### src/rtl/ps2_transmitter.sv
// Host-to-device PS/2 transmitter: inhibit, request-to-send, then shifts one
// byte out on device-generated clock edges and checks the device ACK.
module ps2_transmitter #(
    parameter int INHIBIT_CYCLES = 2500,
    parameter int SETUP_CYCLES   = 16,
    parameter int TIMEOUT_CYCLES = 375000
) (
    input  logic       clk,
    input  logic       clr,
    input  logic       ps2c_in,
    input  logic       ps2d_in,
    input  logic [7:0] data,
    input  logic       start,
    output logic       ps2c_oe,
    output logic       ps2d_oe,
    output logic       busy,
    output logic       done,
    output logic       err
);

    localparam int MAX_AB  = (INHIBIT_CYCLES > SETUP_CYCLES) ? INHIBIT_CYCLES : SETUP_CYCLES;
    localparam int CNT_MAX = (MAX_AB > TIMEOUT_CYCLES) ? MAX_AB : TIMEOUT_CYCLES;
    localparam int CW      = $clog2(CNT_MAX + 1);

    typedef enum logic [2:0] {
        S_IDLE,
        S_INHIBIT,
        S_RTS,
        S_BITS,
        S_ACK,
        S_WAIT_IDLE
    } state_t;

    state_t        state_q, state_d;
    logic [CW-1:0] cnt_q, cnt_d;
    logic [3:0]    bit_cnt_q, bit_cnt_d;
    logic [9:0]    frame_q, frame_d;
    logic          nak_q, nak_d;
    logic          c_oe_q, c_oe_d;
    logic          d_oe_q, d_oe_d;
    logic          busy_q, busy_d;
    logic          done_q, done_d;
    logic          err_q, err_d;

    logic [7:0]    filt_sh_q;
    logic          filt_q, filt_d;
    logic          filt_prev_q;
    logic          d_meta_q, d_sync_q;
    logic          fall;
    logic          timeout;

    // Clock filter identical to the receiver so both blocks agree on edges.
    always_comb begin
        filt_d = filt_q;
        if (&filt_sh_q) begin
            filt_d = 1'b1;
        end else if (~|filt_sh_q) begin
            filt_d = 1'b0;
        end
    end

    assign fall    = filt_prev_q & ~filt_q;
    assign timeout = (cnt_q == CW'(TIMEOUT_CYCLES - 1));

    always_ff @(posedge clk or posedge clr) begin
        if (clr) begin
            filt_sh_q   <= 8'h00;
            filt_q      <= 1'b1;
            filt_prev_q <= 1'b1;
            d_meta_q    <= 1'b1;
            d_sync_q    <= 1'b1;
        end else begin
            filt_sh_q   <= {ps2c_in, filt_sh_q[7:1]};
            filt_q      <= filt_d;
            filt_prev_q <= filt_q;
            d_meta_q    <= ps2d_in;
            d_sync_q    <= d_meta_q;
        end
    end

    always_comb begin
        state_d   = state_q;
        cnt_d     = cnt_q;
        bit_cnt_d = bit_cnt_q;
        frame_d   = frame_q;
        nak_d     = nak_q;
        c_oe_d    = c_oe_q;
        d_oe_d    = d_oe_q;
        done_d    = 1'b0;
        err_d     = 1'b0;

        unique case (state_q)
            S_IDLE: begin
                c_oe_d = 1'b0;
                d_oe_d = 1'b0;
                if (start) begin
                    // Frame after the start bit: D0..D7, odd parity, stop.
                    frame_d   = {1'b1, ~^data, data};
                    bit_cnt_d = 4'd0;
                    cnt_d     = '0;
                    nak_d     = 1'b0;
                    c_oe_d    = 1'b1;
                    state_d   = S_INHIBIT;
                end
            end
            S_INHIBIT: begin
                cnt_d = cnt_q + CW'(1);
                if (cnt_q == CW'(INHIBIT_CYCLES - 1)) begin
                    cnt_d   = '0;
                    d_oe_d  = 1'b1;
                    state_d = S_RTS;
                end
            end
            S_RTS: begin
                cnt_d = cnt_q + CW'(1);
                if (cnt_q == CW'(SETUP_CYCLES - 1)) begin
                    cnt_d   = '0;
                    c_oe_d  = 1'b0;
                    state_d = S_BITS;
                end
            end
            S_BITS: begin
                if (fall) begin
                    cnt_d     = '0;
                    d_oe_d    = ~frame_q[0];
                    frame_d   = frame_q >> 1;
                    bit_cnt_d = bit_cnt_q + 4'd1;
                    if (bit_cnt_q == 4'd9) begin
                        state_d = S_ACK;
                    end
                end else if (timeout) begin
                    state_d = S_IDLE;
                    c_oe_d  = 1'b0;
                    d_oe_d  = 1'b0;
                    done_d  = 1'b1;
                    err_d   = 1'b1;
                end else begin
                    cnt_d = cnt_q + CW'(1);
                end
            end
            S_ACK: begin
                if (fall) begin
                    cnt_d   = '0;
                    nak_d   = d_sync_q;
                    state_d = S_WAIT_IDLE;
                end else if (timeout) begin
                    state_d = S_IDLE;
                    c_oe_d  = 1'b0;
                    d_oe_d  = 1'b0;
                    done_d  = 1'b1;
                    err_d   = 1'b1;
                end else begin
                    cnt_d = cnt_q + CW'(1);
                end
            end
            S_WAIT_IDLE: begin
                c_oe_d = 1'b0;
                d_oe_d = 1'b0;
                if (filt_q && d_sync_q) begin
                    state_d = S_IDLE;
                    done_d  = 1'b1;
                    err_d   = nak_q;
                end else if (fall) begin
                    cnt_d = '0;
                end else if (timeout) begin
                    state_d = S_IDLE;
                    done_d  = 1'b1;
                    err_d   = 1'b1;
                end else begin
                    cnt_d = cnt_q + CW'(1);
                end
            end
            default: begin
                state_d = S_IDLE;
                c_oe_d  = 1'b0;
                d_oe_d  = 1'b0;
            end
        endcase

        busy_d = (state_d != S_IDLE);
    end

    // Line enables are flops with async clear so clr releases the pins at once.
    always_ff @(posedge clk or posedge clr) begin
        if (clr) begin
            state_q   <= S_IDLE;
            cnt_q     <= '0;
            bit_cnt_q <= 4'd0;
            frame_q   <= 10'h000;
            nak_q     <= 1'b0;
            c_oe_q    <= 1'b0;
            d_oe_q    <= 1'b0;
            busy_q    <= 1'b0;
            done_q    <= 1'b0;
            err_q     <= 1'b0;
        end else begin
            state_q   <= state_d;
            cnt_q     <= cnt_d;
            bit_cnt_q <= bit_cnt_d;
            frame_q   <= frame_d;
            nak_q     <= nak_d;
            c_oe_q    <= c_oe_d;
            d_oe_q    <= d_oe_d;
            busy_q    <= busy_d;
            done_q    <= done_d;
            err_q     <= err_d;
        end
    end

    assign ps2c_oe = c_oe_q;
    assign ps2d_oe = d_oe_q;
    assign busy    = busy_q;
    assign done    = done_q;
    assign err     = err_q;

endmodule

### config.mk
export PLATFORM = sky130hd
export DESIGN_NAME = ps2_transmitter
export DESIGN_NICKNAME = d
export VERILOG_FILES = /design/src/rtl/ps2_transmitter.sv
export SDC_FILE = /design/constraint.sdc
export NUM_CORES = 1
export LEC_CHECK = 0
export CORE_MARGIN = 1
export CORE_UTILIZATION = 40
export DETAILED_ROUTE_END_ITERATION = 7
export PLACE_DENSITY_LB_ADDON = 0.08
export SLEW_MARGIN = 10
export SYNTH_ARGS = -nofsm -noshare
export SYNTH_HDL_FRONTEND = slang
export SYNTH_SLANG_ARGS = --single-unit
export TNS_END_PERCENT = 50
### constraint.sdc
create_clock -name clk -period 5.2 [get_ports clk]
set_clock_uncertainty 0.1 [all_clocks]
set_input_delay 1.04 -clock clk [delete_from_list [all_inputs] [get_ports clk]]
set_output_delay 1.04 -clock clk [all_outputs]
set_load 0.005 [all_outputs]
==> run_results.csv, run 1 <==
group,metric,value,unit
outcome,outcome,"complete, no violations",
placement,dpl_cell_area,3224,um^2
finish,antenna_cells,0,
drt,via_per_inst,5.772,
clocking,hold_fix_buffers_at_cts,0,
global_routing,number_of_global_route_vias_before_repair,2138,
sta,maxSlewHeadroom,46.66,%
drt,wire_per_inst,16.02,um
clocking,clk_path_buf_depth,2,
sta,worst_pin_slew,0.7976,ns
sta,fmax,0.3325,GHz
setup_path,max_stage_delay,0.56,ns
finish,layout.cell_area.non_filler,3319,um^2
die,rows,31,
power_and_ir_drop,share_clk_of_total_power,34.6,%
power_and_ir_drop,power.static_leakage,1.384,nW
clocking,worst_skew_pair.late_latency,0.30,ns
power_and_ir_drop,sequentialPowerShare,60.0,%
drt,detail_route.wirelength,6617,um
power_and_ir_drop,power.density,216.8,nW/um^2
global_routing,gr-usage-all-layers,18.28,%
setup_path,cp-end-kind,"flop",
logic_synthesis,synth-seq-cells,54,
sta,hold_viol,0,
logic_synthesis,number_of_enable_type_register_cells_in_the_synthesized_netlist,0,
drt,drc,0,
die,start_util,41.25,%
logic_synthesis,postSynth.topFlopCell,"sky130_fd_sc_hd__dfrtp_1",
finish,nets_finish,329,
logic_synthesis,synth_sequential_area_ratio,45.34,%
global_routing,grt_pass1_wl,11060,um
logic_synthesis,ys.warnings.count,0,
run,max_cap_violations,0,
finish,drive_gt1_share,9.236,%
power_and_ir_drop,p_total,0.7196,mW
logic_synthesis,synth_top_area_cell,"sky130_fd_sc_hd__dfrtp_1",
power_and_ir_drop,vdd_drop_max,0.0001184,V
clocking,post_cts_buffers,0,
setup_path,crit_path_cell_trace,"clkdlybuf4s50_1 -> or4_1 -> o21ai_0 -> a31o_2 -> a21oi_4 -> a311o_1",
clocking,clk_pin_slew,0.10,ns
power_and_ir_drop,switching_share,22.90,%
setup_path,startpoint_type,"input port",
logic_synthesis,synth.area.top_cells,"sky130_fd_sc_hd__dfrtp_1 (42%), sky130_fd_sc_hd__a221o_1 (3.7%), sky130_fd_sc_hd__dfstp_2 (3.5%)",
min_path,min_path_type,"flop to flop",
drt,drt_first_pass_iters,4,
sta,fin_crit_sh,57.84,%
power_and_ir_drop,internal_power,0.5548,mW
sta,timing.final.max_slew_violations,0,
drt,dr_total_vias,2384,
die,ios,18,
global_routing,grt_start_max_net_pins,39,
die,design.core.area,7253,um^2
die,floorplan.die.width,88.48,um
setup_path,timing.critical_path.slowest_stage_cell,"sky130_fd_sc_hd__a31o_2",
placement,number_of_input_and_output_port_buffers_inserted,17,
drt,met3_length,253,um
logic_synthesis,post_synth.cell_area_avg,9.939,um^2
logic_synthesis,synth_area,2992,um^2
sta,min_period,3.008,ns
drt,routed-wl-met2,2824,um
logic_synthesis,netlist-cell-type-count,61,
die,die-area,7829,um^2
placement,gp_routability_congestion,0.7866,
setup_path,critPathArrivalTime,3.11,ns
logic_synthesis,count_of_mapped_cells_out_of_synthesis,301,
sta,rsz0062_at_grt,"no",
placement,placed_cells_incl_taps,405,
finish,syn2layout_area_growth,10.96,%
setup_path,critical_path_class,"input port to flop",
global_routing,grt_overflow_total,0,
setup_path,critPathRequiredTime,5.30,ns
sta,fin_tns_setup,0,ns
logic_synthesis,post_syn_nets,317,
drt,met1Wirelength,3454,um
clocking,postCtsResizedCells,0,
drt,detail_route.iter0.violations,152,
finish,fin_cells,413,
die,die_h,88.48,um
clocking,clk_root_buffer_cell,"sky130_fd_sc_hd__clkbuf_8",
placement,dpl.hpwl,4410,um
clocking,total_number_of_clock_tree_sinks,54,
finish,layout_commonest_cell,"sky130_fd_sc_hd__dfrtp_1",
global_routing,grt_antenna_before_repair,0,
power_and_ir_drop,pwr-share-comb,5.4,%
logic_synthesis,ys_async_sr_fraction,100.0,%
power_and_ir_drop,net-switching-power,0.1648,mW
setup_path,cp_max_fo,29,
clocking,tritoncts.num_buffers,5,
clocking,cts_tree,"done",
finish,layout_common_cells,"sky130_fd_sc_hd__dfrtp_1 (50), sky130_fd_sc_hd__nand2_1 (27), sky130_fd_sc_hd__nor2_1 (18), sky130_fd_sc_hd__clkdlybuf4s50_1 (17), sky130_fd_sc_hd__o21ai_0 (16)",
logic_synthesis,synthDominantCellAreaShare,41.82,%
finish,fin_util,45.77,%
sta,finalSetupViolations,0,
clocking,htree_num_levels,2,
drt,postRouteAntennaNets,0,
drt,topRoutingLayerUsed,"met4",
-- area by class of cell --
type	count	area, um^2
inverters	7	26.28
flip-flops and latches	54	1356
clock buffers	6	82.58
fillers	711	3934
repair buffers	20	192.7
well taps	99	123.9
clock inverters	2	12.51
multi-input cells	225	1525
-- cell families after synthesis --
group                    after synthesis  share of synthesized area (%)
adder cells (fa/ha/maj)                3                          1.255
AO/OA/AOI/OAI                         88                          21.37
multiplexers                          11                          3.764
flip-flops                            54                          45.34
XOR/XNOR                               9                          2.635
buffers and inverters                 22                          3.680
AND/OR/NAND/NOR                      114                          21.96
-- state kept, by name (all words and copies together) (netlist names) --
register     flops
d_meta_q         1
nak_q            1
filt_q           1
done             1
frame_q         10
err              1
busy             1
cnt_q           19
ps2d_oe          1
bit_cnt_q        4
filt_sh_q        8
ps2c_oe          1
d_sync_q         1
filt_prev_q      1
state_q          3
-- path summary, 6_finish.rpt --
| kind | startpoint | cells after the start | slack (ns) | endpoint |
|---|---|---|---|---|
| worst max register to register | cnt_q[5]$_DFFE_PP0P_ | 5 | 2.29 | cnt_q[16]$_DFFE_PP0P_ |
| worst min-delay path | d_meta_q$_DFF_PP1_ | 0 | 0.27 | d_sync_q$_DFF_PP1_ |
| worst min register to register | d_meta_q$_DFF_PP1_ | 0 | 0.27 | d_sync_q$_DFF_PP1_ |
| max in group asynchronous | clr | 3 | 3.24 | d_sync_q$_DFF_PP1_ |
| min in group asynchronous | clr | 2 | 0.92 | cnt_q[17]$_DFFE_PP0P_ |
| worst max-delay path | start | 6 | 2.19 | cnt_q[2]$_DFFE_PP0P_ |
-- worst max-delay path, delay by kind of cell --
kind	cells	cell delay, ns
AO/OA/AOI/OAI	4	1.20
buffers and inverters	1	0.45
AND/OR/NAND/NOR	1	0.40
-- metrics by stage --
step	hold WS [ns]	setup WS, ns
4_1_cts	0.2696	2.201
5_1_grt	0.2747	2.094
6_report	0.2679	2.192
3_3_place_gp	0.2551	1.897
3_5_place_dp	0.2537	1.884
2_1_floorplan	0.2452	2.752
-- power by group through the flow --
stage          clock network [mW]  registers [mW]  logic (mW)
5_1_grt                     0.274           0.433      0.0442
3_3_place_gp                    0           0.440      0.0404
6_report                    0.249           0.432      0.0391
4_1_cts                     0.258           0.432      0.0404
3_5_place_dp                    0           0.440      0.0401
2_1_floorplan                   0           0.439      0.0230
-- synthesized netlist by cell type (5+ instances only) --
cell type                   n
sky130_fd_sc_hd__xnor2_1    6
sky130_fd_sc_hd__o31ai_1    6
sky130_fd_sc_hd__a21oi_1   12
sky130_fd_sc_hd__a211oi_1   6
sky130_fd_sc_hd__or3_1      5
sky130_fd_sc_hd__nand3_1   10
sky130_fd_sc_hd__nand2_1   27
sky130_fd_sc_hd__dfrtp_1   50
sky130_fd_sc_hd__nor2_1    18
sky130_fd_sc_hd__a221o_1   11
sky130_fd_sc_hd__and2_1     9
sky130_fd_sc_hd__mux2i_1    9
sky130_fd_sc_hd__a22o_1     5
sky130_fd_sc_hd__o21ai_0   16
sky130_fd_sc_hd__nand4_1    8
sky130_fd_sc_hd__inv_1      7
sky130_fd_sc_hd__buf_2      6
-- layer usage --
metal  vias up  global-route usage [%]
met1      1153                   28.78
met4         0                   4.545
met2        62                   25.94
met3         9                   2.799
li1       1160                       -
met5         -                       0
(Power assumes the default switching activity.)
==> run 2: changes to the inputs <==
- clock period: 5.2 -> 3 ns (I/O delays scaled with it)
==> run_results.csv, run 2 (synthesis gave the netlist of run 1 again) <==
group,metric,value,unit
outcome,outcome,"complete, no violations",
placement,placement.setup.worst_slack,0.2675,ns
global_routing,grt_antenna_before_repair,0,
clocking,hold_fix_buffers_at_cts,0,
clocking,cts_tree,"done",
power_and_ir_drop,sequentialPowerShare,52.8,%
finish,antenna_cells,0,
finish,fin_util,47.42,%
drt,postRouteAntennaNets,0,
placement,number_of_input_and_output_port_buffers_inserted,17,
sta,hold_viol,0,
die,die_h,88.48,um
die,start_util,41.25,%
power_and_ir_drop,p_total,1.417,mW
setup_path,startpoint_type,"flop",
drt,drt_first_pass_iters,4,
power_and_ir_drop,internal_power,1.133,mW
sta,final.setup.worst_slack,0.4017,ns
finish,drive_gt1_share,11.49,%
clocking,worst_skew_pair.late_latency,0.31,ns
drt,dr_total_vias,2396,
drt,detail_route.iter0.violations,137,
setup_path,crit_path_cell_trace,"ha_1 -> or4b_4 -> nor3_4 -> a31o_2 -> buf_4 -> a211oi_1 -> a221o_1",
drt,wire_per_inst,15.59,um
power_and_ir_drop,share_clk_of_total_power,42.2,%
finish,registers.top_by_ff_count,"cnt_q",
sta,fin_crit_sh,86.61,%
finish,nets_finish,337,
die,floorplan.die.width,88.48,um
min_path,min_path_type,"flop to flop",
sta,rsz0062_at_grt,"no",
finish,layout_common_cells,"sky130_fd_sc_hd__dfrtp_1 (50), sky130_fd_sc_hd__nand2_1 (27), sky130_fd_sc_hd__nor2_1 (18), sky130_fd_sc_hd__clkdlybuf4s50_1 (17), sky130_fd_sc_hd__o21ai_0 (16)",
global_routing,grt_pass1_wl,11220,um
sta,fin_tns_setup,0,ns
sta,maxSlewHeadroom,63.73,%
clocking,postCtsResizedCells,0,
setup_path,critPathRequiredTime,3.11,ns
global_routing,grt_overflow_total,0,
sta,worst_pin_slew,0.5421,ns
die,design.core.area,7253,um^2
setup_path,reg2reg_setup_slack,0.40,ns
setup_path,cp_max_fo,14,
power_and_ir_drop,vdd_drop_max,0.0003080,V
finish,largest_register_ffs,19,
sta,finalSetupViolations,0,
drt,drc,0,
finish,fillerInstances,707,
power_and_ir_drop,switching_share,20.03,%
power_and_ir_drop,net-switching-power,0.2838,mW
finish,layout_commonest_cell,"sky130_fd_sc_hd__dfrtp_1",
die,rows,31,
finish,syn2layout_area_growth,14.97,%
setup_path,timing.critical_path.slowest_stage_cell,"sky130_fd_sc_hd__or4b_4",
clocking,clk_root_buffer_cell,"sky130_fd_sc_hd__clkbuf_8",
finish,reg_top3,"cnt_q: 19 flops, frame_q: 10 flops, filt_sh_q: 8 flops",
die,die-area,7829,um^2
clocking,post_cts_buffers,0,
global_routing,number_of_global_route_vias_before_repair,2167,
clocking,clk_pin_slew,0.10,ns
power_and_ir_drop,power.density,411.9,nW/um^2
global_routing,grt_start_max_net_pins,38,
setup_path,cp-end-kind,"flop",
setup_path,max_stage_delay,0.50,ns
sta,timing.final.max_slew_violations,0,
run,max_cap_violations,0,
setup_path,critical_path_buf_inv_count,1,
sta,fmax,0.3849,GHz
clocking,clk_path_buf_depth,2,
placement,dpl.hpwl,4664,um
global_routing,gr-usage-all-layers,18.60,%
clocking,total_number_of_clock_tree_sinks,54,
setup_path,critPathArrivalTime,2.70,ns
drt,via_per_inst,5.691,
clocking,tritoncts.num_buffers,5,
power_and_ir_drop,power.static_leakage,1.453,nW
setup_path,crit_family,"simple AND/OR/NAND/NOR gates",
clocking,htree_num_levels,2,
drt,detail_route.wirelength,6565,um
power_and_ir_drop,pwr-share-comb,4.9,%
die,ios,18,
placement,gp_routability_congestion,0.8598,
setup_path,critical_path_class,"flop to flop",
sta,min_period,2.598,ns
[run 2: cell types whose count changed in the layout (fill, tap and decap cells not counted), sizes merged]
cell,previous run,this run
buf,3,11
bufinv,0,2
clkinv,1,0
clkinvlp,1,0
[run 2: power by group through the flow]
stage / clock network, mW / registers [mW] / logic (mW)
after floorplan: 0 / 0.760 / 0.0399
after global placement: 0 / 0.763 / 0.0720
after detailed placement: 0 / 0.762 / 0.0722
after CTS: 0.614 / 0.749 / 0.0724
after global routing: 0.648 / 0.750 / 0.0804
final: 0.599 / 0.748 / 0.0700
[run 2: through the flow]
step	instance area, um^2	std cells	hold WS, ns
floorplan	2992	301	0.2452
detailed placement	3297	413	0.2468
global route	3440	421	0.2728
global placement	3297	413	0.2457
finish	3440	421	0.2603
CTS	3440	421	0.2612
[run 2: final cells by class]
cell class	count	area, um^2	area share [%]
Inverter	7	26.28	0.7639
Multi-Input combinational cell	225	1525	44.34
Clock inverter	2	60.06	1.746
Timing Repair Buffer	28	265.3	7.712
Tap cell	99	123.9	3.601
Clock buffer	6	82.58	2.401
Sequential cell	54	1356	39.43
[run 2: layer usage]
layer	up-vias	GRT usage (%)	part of all wire [%]	wire length, um
li1	1172	-	-	-
met5	-	0	0	0
met4	0	4.839	0.49	32
met3	2	3.078	4.3	283
met2	61	27.76	44	2918
met1	1161	27.86	51	3331
[run 2: final timing paths]
kind,startpoint,endpoint,depth (start not counted)
min in group asynchronous,clr,state_q[1]$_DFF_PP0_,2
setup reg to reg,cnt_q[0]$_DFFE_PP0P_,cnt_q[6]$_DFFE_PP0P_,7
max in group asynchronous,clr,d_meta_q$_DFF_PP1_,3
setup / recovery,cnt_q[0]$_DFFE_PP0P_,cnt_q[6]$_DFFE_PP0P_,7
hold / removal,d_meta_q$_DFF_PP1_,d_sync_q$_DFF_PP1_,0
hold reg to reg,d_meta_q$_DFF_PP1_,d_sync_q$_DFF_PP1_,0
==> run 3: changes to the inputs <==
- SETUP_SLACK_MARGIN: unset -> 0.4
- clock period: 3 -> 2.2 ns (I/O delays scaled with it)
==> run_results.csv, run 3 (synthesis gave the netlist of run 1 again) <==
group,metric,value,unit
sta,maxSlewHeadroom,76.67,%
power_and_ir_drop,net-switching-power,0.3929,mW
global_routing,number_of_global_route_vias_before_repair,2557,
finish,antenna_cells,0,
global_routing,grt_overflow_total,0,
power_and_ir_drop,power.static_leakage,1.747,nW
setup_path,startpoint_type,"flop",
sta,min_period,2.200,ns
die,rows,31,
global_routing,gr-usage-all-layers,21.27,%
clocking,tritoncts.num_buffers,5,
finish,syn2layout_area_growth,35.22,%
global_routing,grt_start_max_net_pins,55,
sta,fmax,0.4546,GHz
placement,placed_cells_incl_taps,449,
clocking,worst_skew_pair.late_latency,0.31,ns
finish,nets_finish,388,
power_and_ir_drop,power.density,416.1,nW/um^2
placement,dpl.hpwl,5077,um
setup_path,critPathRequiredTime,2.30,ns
finish,registers.top_by_ff_count,"cnt_q",
setup_path,critical_path_class,"flop to flop",
clocking,total_number_of_clock_tree_sinks,54,
die,design.core.area,7253,um^2
clocking,hold_fix_buffers_at_cts,0,
drt,via_per_inst,5.619,
power_and_ir_drop,sequentialPowerShare,60.6,%
sta,hold_viol,0,
sta,finalSetupViolations,0,
drt,detail_route.wirelength,7555,um
die,floorplan.die.width,88.48,um
die,die_h,88.48,um
global_routing,grt_pass1_wl,12650,um
clocking,clk_root_buffer_cell,"sky130_fd_sc_hd__clkbuf_8",
drt,wire_per_inst,16.01,um
setup_path,critPathArrivalTime,2.30,ns
placement,dpl_cell_area,3620,um^2
run,max_cap_violations,0,
drt,drc,0,
outcome,outcome,"complete, no violations",
finish,layout_common_cells,"sky130_fd_sc_hd__buf_4 (51), sky130_fd_sc_hd__dfrtp_1 (48), sky130_fd_sc_hd__nand2_1 (26), sky130_fd_sc_hd__clkdlybuf4s50_1 (17), sky130_fd_sc_hd__nor2_1 (16)",
sta,timing.final.max_slew_violations,0,
finish,drive_gt1_share,29.22,%
clocking,htree_num_levels,2,
die,start_util,41.25,%
die,ios,18,
power_and_ir_drop,share_clk_of_total_power,33.6,%
finish,layout_commonest_cell,"sky130_fd_sc_hd__buf_4",
power_and_ir_drop,internal_power,1.290,mW
drt,drt_first_pass_iters,4,
min_path,min_path_type,"flop to flop",
setup_path,reg2reg_setup_slack,0.0004,ns
clocking,clk_path_buf_depth,2,
finish,reg_top3,"cnt_q: 19 flops, frame_q: 10 flops, filt_sh_q: 8 flops",
finish,fin_util,55.77,%
drt,dr_total_vias,2652,
sta,fin_tns_setup,0,ns
sta,worst_pin_slew,0.3490,ns
placement,number_of_input_and_output_port_buffers_inserted,17,
drt,detail_route.iter0.violations,153,
global_routing,grt_antenna_before_repair,0,
power_and_ir_drop,switching_share,23.34,%
placement,gp_routability_congestion,0.8123,
die,die-area,7829,um^2
finish,largest_register_ffs,19,
clocking,clk_pin_slew,0.10,ns
sta,rsz0062_at_grt,"yes",
drt,postRouteAntennaNets,0,
clocking,cts_tree,"done",
power_and_ir_drop,vdd_drop_max,0.0002675,V
finish,fin_cells,472,
power_and_ir_drop,p_total,1.683,mW
setup_path,cp-end-kind,"flop",
setup_path,cp_max_fo,11,
sta,fin_crit_sh,99.98,%
finish,layout.cell_area.non_filler,4045,um^2
power_and_ir_drop,pwr-share-comb,5.8,%
[run 3: cell count changes in the layout (fill, tap and decap cells not counted), sizes merged]
cell / previous run / this run
bufinv: 2 / 0
buf: 11 / 62
clkinvlp: 0 / 2
[run 3: routing by layer]
layer	vias up	share of wire [%]	track usage [%]
met3	16	3.9	3.638
met1	1290	47	29.84
met5	-	0	0
li1	1288	-	-
met2	58	48	33.57
met4	0	1.8	6.598
[run 3: layout make-up]
cell class | count | area [um^2]
clock buffers | 6 | 72.57
flip-flops and latches | 54 | 1359
fillers | 647 | 3208
inverters | 7 | 30.03
repair buffers | 79 | 753.2
well taps | 99 | 123.9
clock inverters | 2 | 16.27
multi-input cells | 225 | 1690
[run 3: through the flow]
stage / setup slack [ns] / hold slack, ns
finish: 0.0003710 / 0.2664
CTS: 0.03480 / 0.2674
detailed placement: -0.1456 / 0.2516
global route: -0.02616 / 0.2751
global placement: -0.1377 / 0.2465
floorplan: 0.1186 / 0.2452
[run 3: path summary, 6_finish.rpt]
| path | from | end | depth (start not counted) |
|---|---|---|---|
| setup / recovery | state_q[2]$_DFF_PP0_ | cnt_q[15]$_DFFE_PP0P_ | 9 |
| min in group asynchronous | clr | cnt_q[17]$_DFFE_PP0P_ | 3 |
| max in group asynchronous | clr | d_sync_q$_DFF_PP1_ | 3 |
| hold reg to reg | d_meta_q$_DFF_PP1_ | d_sync_q$_DFF_PP1_ | 0 |
| hold / removal | d_meta_q$_DFF_PP1_ | d_sync_q$_DFF_PP1_ | 0 |
| setup reg to reg | state_q[2]$_DFF_PP0_ | cnt_q[15]$_DFFE_PP0P_ | 9 |
[run 3: worst max-delay path, stage by stage (launching register included)]
cell and delay (ns):
sky130_fd_sc_hd__dfrtp_1 0.44, sky130_fd_sc_hd__buf_4 0.18, sky130_fd_sc_hd__nand2b_1 0.12, sky130_fd_sc_hd__a21oi_2 0.07, sky130_fd_sc_hd__buf_4 0.15, sky130_fd_sc_hd__a31o_4 0.24
sky130_fd_sc_hd__buf_4 0.15, sky130_fd_sc_hd__buf_16 0.14, sky130_fd_sc_hd__buf_4 0.14, sky130_fd_sc_hd__a221o_1 0.36
[run 3: power by group through the flow]
stage | Clock [mW] | Combinational [mW] | Sequential, mW
finish | 0.565 | 0.0975 | 1.02
global route | 0.625 | 0.111 | 1.02
CTS | 0.586 | 0.0994 | 1.02
detailed placement | 0 | 0.0989 | 1.04
global placement | 0 | 0.0980 | 1.04
floorplan | 0 | 0.0548 | 1.04
[run 3: what timing repair did]
action,CTS,global route
endpoints found under the setup margin,37,39
gates cloned,2,0
buffers inserted,9,4
pin swaps,5,5
gates resized for setup,17,27
